`config.mk`:
```
export PLATFORM = sky130hd
export DESIGN_NAME = branch_hazard_unit
export DESIGN_NICKNAME = d
export VERILOG_FILES = /design/src/rtl/hazard_pkg.sv /design/src/rtl/reg_match.sv /design/src/rtl/branch_hazard_unit.sv
export SDC_FILE = /design/constraint.sdc
export NUM_CORES = 1
export LEC_CHECK = 0
export CAP_MARGIN = 25
export CORE_AREA = 2 2 67 69
export CTS_CLUSTER_DIAMETER = 50
export DETAILED_ROUTE_END_ITERATION = 10
export DIE_AREA = 0 0 69 71
export PLACE_DENSITY = 0.83
export REMOVE_ABC_BUFFERS = 1
export SYNTH_ARGS = -nofsm -noshare
export SYNTH_HDL_FRONTEND = slang
export SYNTH_HIERARCHICAL = 1
export SYNTH_SLANG_ARGS = --single-unit
```
`constraint.sdc`:
```
create_clock -name clk -period 3.9 [get_ports clk]
set_input_delay 0.39 -clock clk [delete_from_list [all_inputs] [get_ports clk]]
set_output_delay 0.39 -clock clk [all_outputs]
set_load 0.005 [all_outputs]
```
`src/rtl/hazard_pkg.sv`:
```
// Shared types and constants for the ID-stage branch hazard logic.
package hazard_pkg;

  localparam int unsigned REG_W = 5;
  localparam int unsigned BR_W  = 2;

  typedef enum logic [1:0] {
    IDLE      = 2'b00,
    LOAD_WAIT = 2'b01
  } state_e;

  localparam logic [BR_W-1:0]  BR_NONE  = 2'b00;
  localparam logic [REG_W-1:0] REG_ZERO = 5'd0;

endpackage

```
`src/rtl/reg_match.sv`:
```
// Producer-destination vs. consumer-source compare; register 0 never matches.
module reg_match
  import hazard_pkg::*;
(
  input  logic [REG_W-1:0] dest,
  input  logic [REG_W-1:0] rs,
  input  logic [REG_W-1:0] rt,
  output logic             hit_c
);

  assign hit_c = (dest != REG_ZERO) && ((dest == rs) || (dest == rt));

endmodule

```
`src/rtl/branch_hazard_unit.sv`:
```
// Stall/flush generator for the ID-stage branch datapath with a saturating
// stall-cycle counter.
module branch_hazard_unit
  import hazard_pkg::*;
#(
  parameter int unsigned CNT_W = 32
) (
  input  logic             clk,
  input  logic             rst_n,
  input  logic [BR_W-1:0]  Branch,
  input  logic             BranchTaken,
  input  logic [REG_W-1:0] IF_ID_RegisterRs,
  input  logic [REG_W-1:0] IF_ID_RegisterRt,
  input  logic             ID_EX_RegWrite,
  input  logic             ID_EX_MemRead,
  input  logic [REG_W-1:0] ID_EX_RegisterRd,
  input  logic             EX_MEM_MemRead,
  input  logic [REG_W-1:0] EX_MEM_RegisterRd,
  output logic             PCWrite,
  output logic             IF_ID_Write,
  output logic             ID_EX_Bubble,
  output logic             IF_Flush,
  output logic [CNT_W-1:0] StallCycles
);

  localparam logic [CNT_W-1:0] CNT_MAX = {CNT_W{1'b1}};

  state_e           state_q, state_d;
  logic [CNT_W-1:0] cnt_q, cnt_d;
  logic             ex_hit, mem_hit;
  logic             is_branch;
  logic             stall;

  reg_match u_ex_match (
    .dest  (ID_EX_RegisterRd),
    .rs    (IF_ID_RegisterRs),
    .rt    (IF_ID_RegisterRt),
    .hit_c (ex_hit)
  );

  reg_match u_mem_match (
    .dest  (EX_MEM_RegisterRd),
    .rs    (IF_ID_RegisterRs),
    .rt    (IF_ID_RegisterRt),
    .hit_c (mem_hit)
  );

  assign is_branch = (Branch != BR_NONE);

  // Priority-ordered hazard detection; a load feeding a branch needs a second cycle.
  always_comb begin
    state_d = state_q;
    stall   = 1'b0;
    case (state_q)
      IDLE: begin
        if (is_branch && ID_EX_MemRead && ex_hit) begin
          stall   = 1'b1;
          state_d = LOAD_WAIT;
        end else if (is_branch && ID_EX_RegWrite && ex_hit) begin
          stall = 1'b1;
        end else if (is_branch && EX_MEM_MemRead && mem_hit) begin
          stall = 1'b1;
        end else if (!is_branch && ID_EX_MemRead && ex_hit) begin
          stall = 1'b1;
        end
      end
      LOAD_WAIT: begin
        stall   = 1'b1;
        state_d = IDLE;
      end
      default: begin
        state_d = IDLE;
      end
    endcase
  end

  always_comb begin
    cnt_d = cnt_q;
    if (stall && (cnt_q != CNT_MAX)) begin
      cnt_d = cnt_q + CNT_W'(1);
    end
  end

  // Pipeline held frozen with a bubble while reset is asserted.
  always_comb begin
    PCWrite      = 1'b0;
    IF_ID_Write  = 1'b0;
    ID_EX_Bubble = 1'b1;
    IF_Flush     = 1'b0;
    if (rst_n) begin
      PCWrite      = ~stall;
      IF_ID_Write  = ~stall;
      ID_EX_Bubble = stall;
      IF_Flush     = BranchTaken & ~stall;
    end
  end

  always_ff @(posedge clk or negedge rst_n) begin
    if (!rst_n) begin
      state_q <= IDLE;
      cnt_q   <= '0;
    end else begin
      state_q <= state_d;
      cnt_q   <= cnt_d;
    end
  end

  assign StallCycles = cnt_q;

endmodule

```
# Yosys cells after proc, flatten, opt, wreduce, memory -nomap -nowiden

Index checks and enable logic that the tools add are counted.

Input port bits: 28
Output and inout port bits: 36
Bits in latches: 0
Word-level logic and storage cells: 40
Memories kept: 0
RAM bits: 0
ROM bits: 0
Flip-flop bits (word level): 34

Add/sub/neg operators: 1
Multipliers: 0
Muxes and demuxes: 10
Reductions and logical operators: 18
Magnitude comparators: 0
Shift operators: 0
Equality and inequality tests: 7
Bitwise operators: 2
Div/mod/pow operators: 0

Operator list:

| operator                                                               | count |
|---|---|
| 32-bit by 1-bit adder with 32-bit output (second input constant)       | 1 |
| 32-bit inequality test (second input constant)                         | 1 |
| 5-bit equality test                                                    | 4 |
| 1-bit logical AND                                                      | 11 |
| 5-bit nonzero test                                                     | 2 |
| 1-bit two-way mux                                                      | 7 |
| 2-bit two-way mux                                                      | 2 |
| 2-bit by 1-bit equality test with 1-bit output (second input constant) | 1 |
| 2-bit logical NOT                                                      | 1 |
| 1-bit logical OR                                                       | 2 |
| 2-bit inequality test (second input constant)                          | 1 |
| 1-bit case mux with 2 select lines                                     | 1 |
| 2-bit nonzero test                                                     | 1 |
| 1-bit AND                                                              | 1 |
| 1-bit logical NOT                                                      | 1 |
| 1-bit NOT                                                              | 1 |

# Logic depth before layout (Yosys ltp)

Word-level depth: 12
Depth in mapped cells: 10

# Hierarchy

The synthesis kept the hierarchy.

By module, submodules not included:

| module             | area an instance (µm²) | instances | seq. area each (µm²) | cells each |
|---|---|---|---|---|
| branch_hazard_unit | 1,786.7                | 1         | 825.8                | 172 |
| reg_match          | 123.9                  | 2         | 0.0                  | 17 |

# Worst setup path after synthesis

No wires, ideal clock.

Path kind: input-to-reg
Start point: in ID_EX_RegisterRd[0]
End point: reg cnt_q[22] (netlist: StallCycles[22])
Arrival: 2.062 ns
Setup slack: 1.711 ns
Path buffers: 1
Cell stages on the path: 10
Cells stage by stage: xor2_1 > nor3_1 > nand3_1 > a21oi_1 > a22oi_1 > o21ai_0 > buf_4 > nand3_2 > nor3_2 > mux2_1

Cells in the longest elaborated chain, start to end: 10
Elaborated cells between the ends (all ways): 14

Ends and longest elaborated chain:

| item                                 | RTL line                  | RTL |
|---|---|---|
| from (decl)                          | branch_hazard_unit.sv:16  | `input logic [REG_W-1:0] ID_EX_RegisterRd,` |
| 5-bit equality test                  | reg_match.sv:11           | `assign hit_c = (dest != REG_ZERO) && ((dest == rs) \|\| (dest == rt));` |
| 1-bit logical OR                     | reg_match.sv:11           |  |
| 1-bit logical AND *                  | reg_match.sv:11           |  |
| net ex_hit                           | branch_hazard_unit.sv:30  | `logic ex_hit, mem_hit;` |
| 1-bit logical AND                    | branch_hazard_unit.sv:63  | `end else if (!is_branch && ID_EX_MemRead && ex_hit) begin` |
| 1-bit two-way mux                    | branch_hazard_unit.sv:63  |  |
| 1-bit two-way mux                    | branch_hazard_unit.sv:61  | `end else if (is_branch && EX_MEM_MemRead && mem_hit) begin` |
| 1-bit two-way mux                    | branch_hazard_unit.sv:59  | `end else if (is_branch && ID_EX_RegWrite && ex_hit) begin` |
| 1-bit two-way mux *                  | branch_hazard_unit.sv:56  | `if (is_branch && ID_EX_MemRead && ex_hit) begin` |
| 1-bit case mux with 2 select lines * | branch_hazard_unit.sv:54  | `case (state_q)` |
| 1-bit logical AND *                  | branch_hazard_unit.sv:79  | `if (stall && (cnt_q != CNT_MAX)) begin` |
| to (signal assigned)                 | branch_hazard_unit.sv:104 | `cnt_q <= cnt_d;` |
| to (decl)                            | branch_hazard_unit.sv:29  | `logic [CNT_W-1:0] cnt_q, cnt_d;` |

The timed path passes the listed nets; every way through them passes the cells marked *.
A chain may end at the register's enable or synchronous reset.

# Worst setup path after layout

Start point: in EX_MEM_RegisterRd[0]
End point: out ID_EX_Bubble

Cells in the longest elaborated chain, start to end: 9
Elaborated cells between the ends (all ways): 11

Ends and longest elaborated chain:

| item                                 | RTL line                 | RTL |
|---|---|---|
| from (decl)                          | branch_hazard_unit.sv:18 | `input logic [REG_W-1:0] EX_MEM_RegisterRd,` |
| 5-bit equality test                  | reg_match.sv:11          |  |
| 1-bit logical OR                     | reg_match.sv:11          |  |
| 1-bit logical AND *                  | reg_match.sv:11          |  |
| net mem_hit                          | branch_hazard_unit.sv:30 |  |
| 1-bit logical AND *                  | branch_hazard_unit.sv:61 |  |
| 1-bit two-way mux *                  | branch_hazard_unit.sv:61 |  |
| 1-bit two-way mux *                  | branch_hazard_unit.sv:59 |  |
| 1-bit two-way mux *                  | branch_hazard_unit.sv:56 |  |
| 1-bit case mux with 2 select lines * | branch_hazard_unit.sv:54 |  |
| 1-bit two-way mux *                  | branch_hazard_unit.sv:90 | `if (rst_n) begin` |
| to (decl)                            | branch_hazard_unit.sv:21 | `output logic ID_EX_Bubble,` |

Marked as above.

==> results.md <==
- FF-to-FF setup slack: 1.39 ns
- Pwr Density: ~340 nW/µm²
- Vias/cell: 5.514
- Post-synth EDFFs: 0
- Max-slew headroom: about 64%
- Post-DRT Antenna Nets: 0
- Core ar.: 4204 µm²
- Max clock buf depth: 2
- CP Capture Type: output port
- Yosys cell types: 39
- Most used cell, CP: clkdlybuf4s50_1
- Metal3 WL: 185 µm
- Largest net degree at the start of global routing: 34
- Gpl congestion: 0.8459
- IO Pins: 64
- Clk sinks: 33
- WL final: 4847 µm
- Syn-to-layout area delta: 40.10%
- R2r endpoint: StallCycles[1]
- Nets@finish: 303
- Final worst slack: slightly above 0.8 ns
- Global Route Usage Sum: 20.30%
- Routed vias: 1803
- Setup CP Type: primary input to output port
- Max_cap viols: 0
- Final Max Slew Viols: 0
- Peak per-stage delay on the critical path: 0.48 ns
- Synth top area cells: dfrtp_1 41%, xnor2_1 11%, xor2_1 9.0%
- Post-CTS Hold Buffers: 0
- Reg2reg path depth: 6
- Top-count cell post-synth: dfrtp_1
- Achievable clock frequency: between 300 and 400 MHz
- Top FF cell, synth: dfrtp_1
- CP cell instances: clkdlybuf4s50_1 -> xor2_1 -> nor3_1 -> nand3_1 -> a21oi_1 -> a22oi_1 -> o21a_1 -> and2_1 -> inv_1 -> clkdlybuf4s50_1
- Sw frac: 24.24%
- Int Power: 728.6 µW
- Layout Skew: 0.005414 ns
- DRC: 0
- Row count: 24
- Wire length per cell: approximately 15 µm
- Final min period: 3.075 ns
- Antenna violations before repair: 0
- Worst-Margin Slew: 0.5352 ns
- Gate power share: slightly below 20%
- Area of the multi-input gates: 1165 µm²
- H-tree lvl count: 2
- Critical Path AT: 2.69 ns
- GRT overflow: 0
- FFs w/ async S/R, synth: 100.0%
- Fillers: 329
- Worst Hold Class: register to register
- DRT Pass-1 Iters: 4
- P_leak: 1.134 nW
- TritonCTS Buffers: 5
- Starting density of the core: 48.39%
- Clock latency on the worst-skew pair: 0.28 ns
- Setup violations, final: 0
- Clock slew at reported path FFs: 0.07 ns
- Syn_area_per_cell: 9.876 µm²
- Cells after Synth: 206
- Yosys warning count: 6
- Post-place setup slack: 0.8779 ns
- Worst VDD drop: 346.3 µV
- Sequential cell area: 825.8 µm²
- RSZ-0062 raised after global routing: false
- Worst setup path end: ID_EX_Bubble
- Met2 WL: 2405 µm
- Post-CTS sizing: 0
- Worst Setup SP: EX_MEM_RegisterRd[0]
- Sequential share of the synthesized area: around two fifths
- Power share of the sequential group: ~40%
- Cell Count, Final, Fillers Out: approximately 330
- Setup_tns: 0 ns
- Leading area contributor after synthesis: dfrtp_1
- Top Layer Used: met4
- Drt first-iter violations: 120
- # diodes: 0
- CTS tree: built
- Vias in the first global route: 1731
- Switching power: 233.1 µW
- Root Driver: clkbuf_8
- Critical Path RT: 3.51 ns
- Synth top cells by count: 33 x dfrtp_1, 26 x xnor2_1, 21 x xor2_1
- Vert. Die Dim: 71 µm
- #FFs+latches synth: 33
- Total placed cells including tap cells: between 300 and 400
- Die X: 69 µm
- Status: completed
- Port Buffers: 63
- First-pass GRT wire length: 8086 µm
- Reg2reg start: StallCycles[0]
- Clock network power share: 39.6%
- Startpoint Class: primary input
- Post-route met1 wirelength: approximately 2200 µm
- WHS: between 0.4 and 0.5 ns
- Setup bufs post-CTS: 0
- Layout cell share with drive strength beyond 1: 11.27%
- Mapped Area: roughly 2000 µm²
- Fin. Hold Viols: 0
- Final period utilization: between 70% and 80%
- Slowest cell on crit path: clkdlybuf4s50_1
- Largest fanout on the critical path: 3
- Yosys top cell area share: 40.59%
- DPL Wire Length: between 3000 and 4000 µm
- Die area: 4899 µm²
[worst min-delay path by stage]
stage	start	cells after the start	end
4_1_cts	state_q[0]	1	state_q[0]
3_3_place_gp	state_q[0]	1	state_q[0]
5_1_grt	state_q[0]	1	state_q[0]
2_1_floorplan	rst_n	0	StallCycles[0]
6_report	state_q[0]	1	state_q[0]
3_5_place_dp	state_q[0]	1	state_q[0]
[layer usage]
metal	track usage (%)	up-vias
met5	0	-
met4	8.061	0
met2	33.97	43
met1	26.81	883
li1	-	869
met3	2.849	8
[layout make-up]
cell class                 count  area share [%]
inverter                       2          0.2634
multi-input combinational    166           40.87
sequential                    33           28.97
timing repair buffer          66           22.91
tap                           52           2.283
clock inverter                 3           2.283
clock buffer                   5           2.414
[critical path: cells and delay by family]
kind,cells,cell delay [ns]
buffers and inverters,3,1.01
and+or+nand+nor,3,0.56
AOI/OAI and AO/OA,3,0.53
xor gates and xnor gates,1,0.19
[metrics by stage]
stage / utilization [%] / area, µm² / power [mW]
after floorplan: - / 1998 / 0.4716
after global placement: 64.61 / 2716 / 0.5824
after detailed placement: 64.61 / 2716 / 0.5864
after CTS: 67.80 / 2850 / 0.9684
after global routing: 67.80 / 2850 / 1.004
final: 67.80 / 2850 / 0.9618
[power groups by stage]
stage	sequential, mW	clock (mW)	combinational, mW
CTS	0.394	0.386	0.188
global placement	0.400	0	0.183
global route	0.398	0.401	0.205
floorplan	0.398	0	0.0737
finish	0.395	0.381	0.186
detailed placement	0.400	0	0.186
[state kept, by name, indices dropped and copies added (netlist names)]
name and count:
StallCycles 32, state_q 1
[cell families (layout without fill, tap and decap cells)]
family / count (synthesis) / in the layout / share of synthesized area (%)
xor gates and xnor gates: 47 / 47 / 20.23
muxes: 2 / 2 / 1.107
and+or+nand+nor: 103 / 103 / 31.49
buffers and inverters: 7 / 76 / 2.152
AOI/OAI and AO/OA: 13 / 13 / 3.812
adders and majority gates: 1 / 1 / 0.6149
DFF: 33 / 33 / 40.59
[placed cells by master, fill, tap and decap left out, types with 3 or more instances in the layout]
cell type	count
a21oi_1	5
and3_1	5
buf_4	3
clkbuf_8	5
clkdlybuf4s50_1	63
dfrtp_1	33
nand2_1	17
nand3_1	18
nand3_2	8
nand4_1	8
nand4_2	3
nand4b_1	3
nor2_1	10
nor3_1	13
nor3b_1	3
xnor2_1	26
xor2_1	21
No activity file was read; power rests on OpenSTA's default activity.
